==> src/rtl/crossing_pkg.sv <==
// Shared phase encoding, lamp patterns and lamp decode helpers for the crossing scheduler.
package crossing_pkg;

    typedef enum logic [2:0] {
        PH_GREEN_A  = 3'd0,
        PH_YELLOW_A = 3'd1,
        PH_ALL_RED  = 3'd2,
        PH_GREEN_B  = 3'd3,
        PH_YELLOW_B = 3'd4,
        PH_WALK     = 3'd5
    } phase_e;

    typedef enum logic {
        DIR_A = 1'b0,
        DIR_B = 1'b1
    } dir_e;

    localparam logic [2:0] LAMP_R = 3'b100;
    localparam logic [2:0] LAMP_Y = 3'b010;
    localparam logic [2:0] LAMP_G = 3'b001;

    function automatic logic [2:0] lampA(input phase_e p);
        case (p)
            PH_GREEN_A:  return LAMP_G;
            PH_YELLOW_A: return LAMP_Y;
            default:     return LAMP_R;
        endcase
    endfunction

    function automatic logic [2:0] lampB(input phase_e p);
        case (p)
            PH_GREEN_B:  return LAMP_G;
            PH_YELLOW_B: return LAMP_Y;
            default:     return LAMP_R;
        endcase
    endfunction

endpackage

==> src/rtl/dwell_counter.sv <==
// Saturating tick counter measuring time spent in the current phase.
module dwell_counter #(
    parameter int unsigned WIDTH = 4
) (
    input  logic             clk,
    input  logic             rst,
    input  logic             clear,
    input  logic             tick,
    output logic [WIDTH-1:0] count
);

    always_ff @(posedge clk or posedge rst) begin
        if (rst) begin
            count <= '0;
        end else if (clear) begin
            count <= '0;
        end else if (tick && (count != {WIDTH{1'b1}})) begin
            count <= count + WIDTH'(1);
        end
    end

endmodule

==> src/rtl/crossing_scheduler.sv <==
// Intersection phase scheduler: street A/B greens, pedestrian walk and emergency preemption.
module crossing_scheduler
    import crossing_pkg::*;
#(
    parameter int unsigned MIN_GREEN = 3,
    parameter int unsigned MAX_GREEN = 8,
    parameter int unsigned YELLOW    = 2,
    parameter int unsigned ALLRED    = 1,
    parameter int unsigned WALK      = 4
) (
    input  logic       clk,
    input  logic       rst,
    input  logic       tick,
    input  logic       ta,
    input  logic       tb,
    input  logic       ped_req,
    input  logic       emerg_a,
    input  logic       emerg_b,
    output logic [2:0] la,
    output logic [2:0] lb,
    output logic       walk,
    output logic       ped_ack,
    output logic [2:0] phase
);

    localparam int unsigned MAX_GY    = (MAX_GREEN > YELLOW) ? MAX_GREEN : YELLOW;
    localparam int unsigned MAX_AW    = (ALLRED > WALK) ? ALLRED : WALK;
    localparam int unsigned MAX_DWELL = (MAX_GY > MAX_AW) ? MAX_GY : MAX_AW;
    localparam int unsigned CW        = $clog2(MAX_DWELL + 1);
    localparam int unsigned CPW       = CW + 1;

    phase_e          phaseQ;
    phase_e          phaseD;
    phase_e          dirGreen;
    dir_e            nextDir;
    logic            pedPend;
    logic            walkEntry;
    logic [CW-1:0]   cnt;
    logic [CPW-1:0]  cntP1;
    logic            minOk;
    logic            maxOk;
    logic            yelOk;
    logic            arOk;
    logic            walkOk;

    dwell_counter #(.WIDTH(CW)) uDwell (
        .clk   (clk),
        .rst   (rst),
        .clear (phaseD != phaseQ),
        .tick  (tick),
        .count (cnt)
    );

    // Extra bit keeps cnt+1 from wrapping when cnt is saturated.
    assign cntP1  = CPW'(cnt) + CPW'(1);
    assign minOk  = tick && (cntP1 >= CPW'(MIN_GREEN));
    assign maxOk  = (cntP1 >= CPW'(MAX_GREEN));
    assign yelOk  = tick && (cntP1 >= CPW'(YELLOW));
    assign arOk   = tick && (cntP1 >= CPW'(ALLRED));
    assign walkOk = tick && (cntP1 >= CPW'(WALK));

    assign dirGreen  = (nextDir == DIR_A) ? PH_GREEN_A : PH_GREEN_B;
    assign walkEntry = (phaseD == PH_WALK) && (phaseQ != PH_WALK);
    assign phase     = phaseQ;

    // Next-phase selection.
    always_comb begin
        phaseD = phaseQ;
        case (phaseQ)
            PH_GREEN_A: begin
                if (!emerg_a) begin
                    if (emerg_b) begin
                        phaseD = PH_YELLOW_A;
                    end else if (minOk && (tb || pedPend) && (!ta || maxOk)) begin
                        phaseD = PH_YELLOW_A;
                    end
                end
            end
            PH_GREEN_B: begin
                if (!emerg_b) begin
                    if (emerg_a) begin
                        phaseD = PH_YELLOW_B;
                    end else if (minOk && (ta || pedPend) && (!tb || maxOk)) begin
                        phaseD = PH_YELLOW_B;
                    end
                end
            end
            PH_YELLOW_A, PH_YELLOW_B: begin
                if (yelOk) begin
                    phaseD = PH_ALL_RED;
                end
            end
            PH_ALL_RED: begin
                if (arOk) begin
                    if (emerg_a) begin
                        phaseD = PH_GREEN_A;
                    end else if (emerg_b) begin
                        phaseD = PH_GREEN_B;
                    end else if (pedPend) begin
                        phaseD = PH_WALK;
                    end else begin
                        phaseD = dirGreen;
                    end
                end
            end
            PH_WALK: begin
                if (emerg_a || emerg_b) begin
                    phaseD = PH_ALL_RED;
                end else if (walkOk) begin
                    phaseD = dirGreen;
                end
            end
            default: phaseD = PH_GREEN_A;
        endcase
    end

    // Phase register plus flops that track it; lamps are loaded from the next phase.
    always_ff @(posedge clk or posedge rst) begin
        if (rst) begin
            phaseQ  <= PH_GREEN_A;
            nextDir <= DIR_B;
            pedPend <= 1'b0;
            la      <= LAMP_G;
            lb      <= LAMP_R;
            walk    <= 1'b0;
            ped_ack <= 1'b0;
        end else begin
            phaseQ <= phaseD;
            if ((phaseQ == PH_YELLOW_A) && (phaseD == PH_ALL_RED)) begin
                nextDir <= DIR_B;
            end else if ((phaseQ == PH_YELLOW_B) && (phaseD == PH_ALL_RED)) begin
                nextDir <= DIR_A;
            end
            if (walkEntry) begin
                pedPend <= 1'b0;
            end else if (ped_req && (phaseQ != PH_WALK)) begin
                pedPend <= 1'b1;
            end
            la      <= lampA(phaseD);
            lb      <= lampB(phaseD);
            walk    <= (phaseD == PH_WALK);
            ped_ack <= walkEntry;
        end
    end

endmodule

==> config.mk <==
export PLATFORM = sky130hd
export DESIGN_NAME = crossing_scheduler
export DESIGN_NICKNAME = d
export VERILOG_FILES = /design/src/rtl/crossing_pkg.sv /design/src/rtl/dwell_counter.sv /design/src/rtl/crossing_scheduler.sv
export SDC_FILE = /design/constraint.sdc
export NUM_CORES = 1
export LEC_CHECK = 0
export ABC_CLOCK_PERIOD_IN_PS = 2350
export BUFFER_PORTS_ARGS = -buffer_cell sky130_fd_sc_hd__buf_4
export CORE_MARGIN = 2
export CORE_UTILIZATION = 35
export DETAILED_ROUTE_END_ITERATION = 8
export PLACE_DENSITY = 0.53
export SLEW_MARGIN = 20
export SYNTH_ARGS = -nofsm -noshare
export SYNTH_HDL_FRONTEND = slang
export SYNTH_SLANG_ARGS = --single-unit
==> constraint.sdc <==
create_clock -name clk -period 2.35 [get_ports clk]
set_input_delay 0.3525 -clock clk [delete_from_list [all_inputs] [get_ports clk]]
set_output_delay 0.3525 -clock clk [all_outputs]
set_load 0.01 [all_outputs]
==> metrics.md <==
| Metric | Value |
|---|---|
| Status | completed |
| CTS Buf Count | 3 |
| Main combinational cell family by area after synthesis | compound AO/OA/AOI/OAI gates |
| Mux cell area share after synthesis | 1.818% |
| Post-synth top area share | 29.95% |
| Post-DP Area | 1446 µm² |
| Most common cell after layout, fill and taps aside | buf_4 |
| Tcrit/Tclk final | 97.20% |
| Synth async-reset ratio | 100.0% |
| Vias after detailed routing | 1071 |
| Routed length on met1 | 1348 µm |
| Slowest stage delay, CP | 490 ps |
| Crit path max-delay family | simple AND/OR/NAND/NOR gates |
| Vias/cell | 5.224 |
| Initial antenna violation count | 0 |
| CTS tree | built |
| Worst-Margin Slew | 631.1 ps |
| Synth warnings | 0 |
| Vias in the first global route | 1117 |
| Area leader, netlist | dfrtp_1 |
| Maxcap violations | 0 |
| Nets | 173 |
| Synth top area cells | dfrtp_1, dfstp_2, a211oi_2, nor2_1, a21oi_1 |
| Die Wd | 61.82 µm |
| Net count after synthesis | 134 |
| Synth Area in XOR/XNOR | 0.7487% |
| Top routing layer in use | met4 |
| Synth cell types | 49 |
| TritonCTS Sinks | 17 |
| Antenna diode count | 0 |
| Fin. Hold Viols | 0 |
| Clock root buffer | clkbuf_4 |
| Layout cell share with drive strength beyond 1 | 49.07% |
| Initial Util | 37.40% |
| Dpl cells | 196 |
| Worst Path Required | 2570 ps |
| Worst Path Arrival | 2510 ps |
| Routability cong. | 0.8537 |
| Critical path class | flip-flop to flip-flop |
| Top_reg_cell synth | dfrtp_1 |
| Simple-gate share of the synthesized area | 22.99% |
| Critical Path Stages | 9 |
| R2R depth | 9 |
| IO Pins | 19 |
| Synth Area per Inst | 9.511 µm² |
| CP Launch Type | flip-flop |
| Post-synth EDFFs | 0 |
| CP Max Fanout | 5 |
| Initial detailed-routing violation count | 39 |
| Hpwl dp | 2252 µm |
| WL per Instance | 14.79 µm |
| Die height | 61.82 µm |
| Fin crit period | 2284 ps |
| Clock Latency Late Sink | 280 ps |
| Htree depth | 1 |
| Number of cells produced by synthesis | 123 |
| Slowest-stage cell, CP | or4b_4 |
| DR pass1 iterations | 4 |
| Post-synthesis register bit count | 17 |
| Clock transition at the registers of the reported paths | 90 ps |
| First-pass GRT wire length | 5057 µm |
| Slew Limit Fails | 0 |
| CP endpoint kind | flip-flop |
| Design area | 1614 µm² |
| Fmax | 437.8 MHz |
| Leakage | 0.7089 nW |
| Non-filler cells, final | 205 |
| Met3 Wirelength | 95 µm |
| CP Launch Point | uDwell.count[1]$_DFFE_PP0P_ |
| RSZ-0062 raised after global routing | yes |
| Die area | 3821 µm² |
| Deepest clock path buffer count | 2 |
| R2R Setup Slk | 70 ps |
| Peak VDD IR | 568.0 µV |
| Setup crit end | lb[2]$_DFF_PP1_ |
| Cell Area, Synth | 1170 µm² |
| Synthesis-to-finish area growth | 37.97% |
| Most frequent cells in the layout | buf_4, dfrtp_1, nand2_1, nor2_1, a21oi_1 |
| Num rows | 20 |
| Worst flop-to-flop path endpoint | lb[2]$_DFF_PP1_ |
| Count of input and output buffers | 18 |
| Hold Crit Class | input pin to asynchronous set/reset pin |
| Synth Area in Compound Gates | 28.77% |
| Core Area | 3128 µm² |
| Synth Area in Adders | 3.209% |
| Clock Skew | 1.401 ps |
| Final WL | 3031 µm |
| Pin count of the biggest net entering global routing | 18 |
| Setup violations, final | 0 |
| Post-synthesis sequential area ratio | 36.68% |
| Remaining DRCs | 0 |
| Crit-path cells | inv_2 > ha_4 > or4b_4 > a22oi_4 > a221oi_4 > a21oi_4 > and3_4 > inv_4 > a21oi_2 |
| Detail Route Antenna Nets | 0 |
| Rel. slew slack | 57.88% |
| R2R Path Start | uDwell.count[1]$_DFFE_PP0P_ |
| All-Layer GR Usage | 18.05% |
| Critical path buffers and inverters | 2 |
| Met2 WL | 1534 µm |
| GRT Residual Overflow | 0 |
| Cell area power density | 1027 nW/µm² |
==> power by group <==
group	switching, mW	internal, mW	leakage [nW]
clock network	0.0864	0.0659	0.0150
logic	0.537	0.501	0.479
registers	0.0757	0.392	0.215
==> final cells by class <==
cell class	count	area, µm²
tap	44	55.05
inverter	11	46.29
clock buffer	4	26.28
fill	296	1514
multi-input combinational	91	772.0
sequential	17	429.2
timing repair buffer	38	285.3
==> worst reg2reg max path, stage by stage, from the launching register on <==
cell and delay, ps:
dfrtp_1 420, inv_2 80, ha_4 200, or4b_4 490
a22oi_4 300, a221oi_4 120, a21oi_4 200, and3_4 250
inv_4 50, a21oi_2 120
==> what timing repair did <==
action,4_1_cts,5_1_grt
endpoints found under the hold margin,0,0
hold buffers,0,0
buffers inserted,4,1
pin swaps,4,7
gates resized for setup,10,10
endpoints found under the setup margin,8,11
==> worst min-delay path by stage <==
stage / startpoint / end / slack [ps] / cells past startpoint
CTS: rst / la[2]$_DFF_PP0_ / 150 / 2
finish: rst / lb[0]$_DFF_PP0_ / 140 / 2
global route: rst / la[2]$_DFF_PP0_ / 180 / 2
global placement: rst / lb[0]$_DFF_PP0_ / 470 / 2
floorplan: rst / la[1]$_DFF_PP0_ / 280 / 1
detailed placement: rst / uDwell.count[3]$_DFFE_PP0P_ / 480 / 2
==> layer usage <==
metal  global-route usage (%)  vias up
li1                         -      526
met1                    22.69      514
met2                    31.13       23
met3                    3.520        8
met4                    5.775        0
met5                        0        -
==> per-stage QoR <==
stage               util (%)  power [mW]  hold WS, ps  setup WS [ps]  setup TNS, ps
CTS                    49.72       1.574        153.7          3.203              0
global placement       46.24       1.346        468.2         -65.54         -247.4
floorplan                  -       1.024        276.4          32.79              0
global route           51.60       1.792        179.9         -45.21         -121.8
finish                 51.60       1.658        142.4          65.71              0
detailed placement     46.24       1.345        475.6         -118.0         -478.4
==> state kept, by name (all words and copies together) (netlist names) <==
signal and cells:
uDwell.count 4, la 3, lb 3, phase 3, nextDir 1, pedPend 1
ped_ack 1, walk 1
==> logic make-up (layout without fill, tap and decap cells) <==
family,count (synthesis),in the layout
mux,2,2
flops,17,17
fa+ha+maj,3,3
compound gates,38,38
xor+xnor,1,1
simple gates,47,47
buf+inv,15,53
==> cells in the mapped netlist, types with 2 or more instances <==
cell type and n:
dfrtp_1 14, nor2_1 11, nand2_1 10, inv_1 9, a21oi_1 8, nand2b_1 5
a211oi_2 4, nand3_1 4, buf_2 3, dfstp_2 3, ha_1 3, o21ai_0 3
or3_1 3, a21o_1 2, a221oi_2 2, a31oi_1 2, inv_2 2, nor4b_1 2
o211ai_1 2, o31ai_1 2
Power figures use the tool's default switching activity.
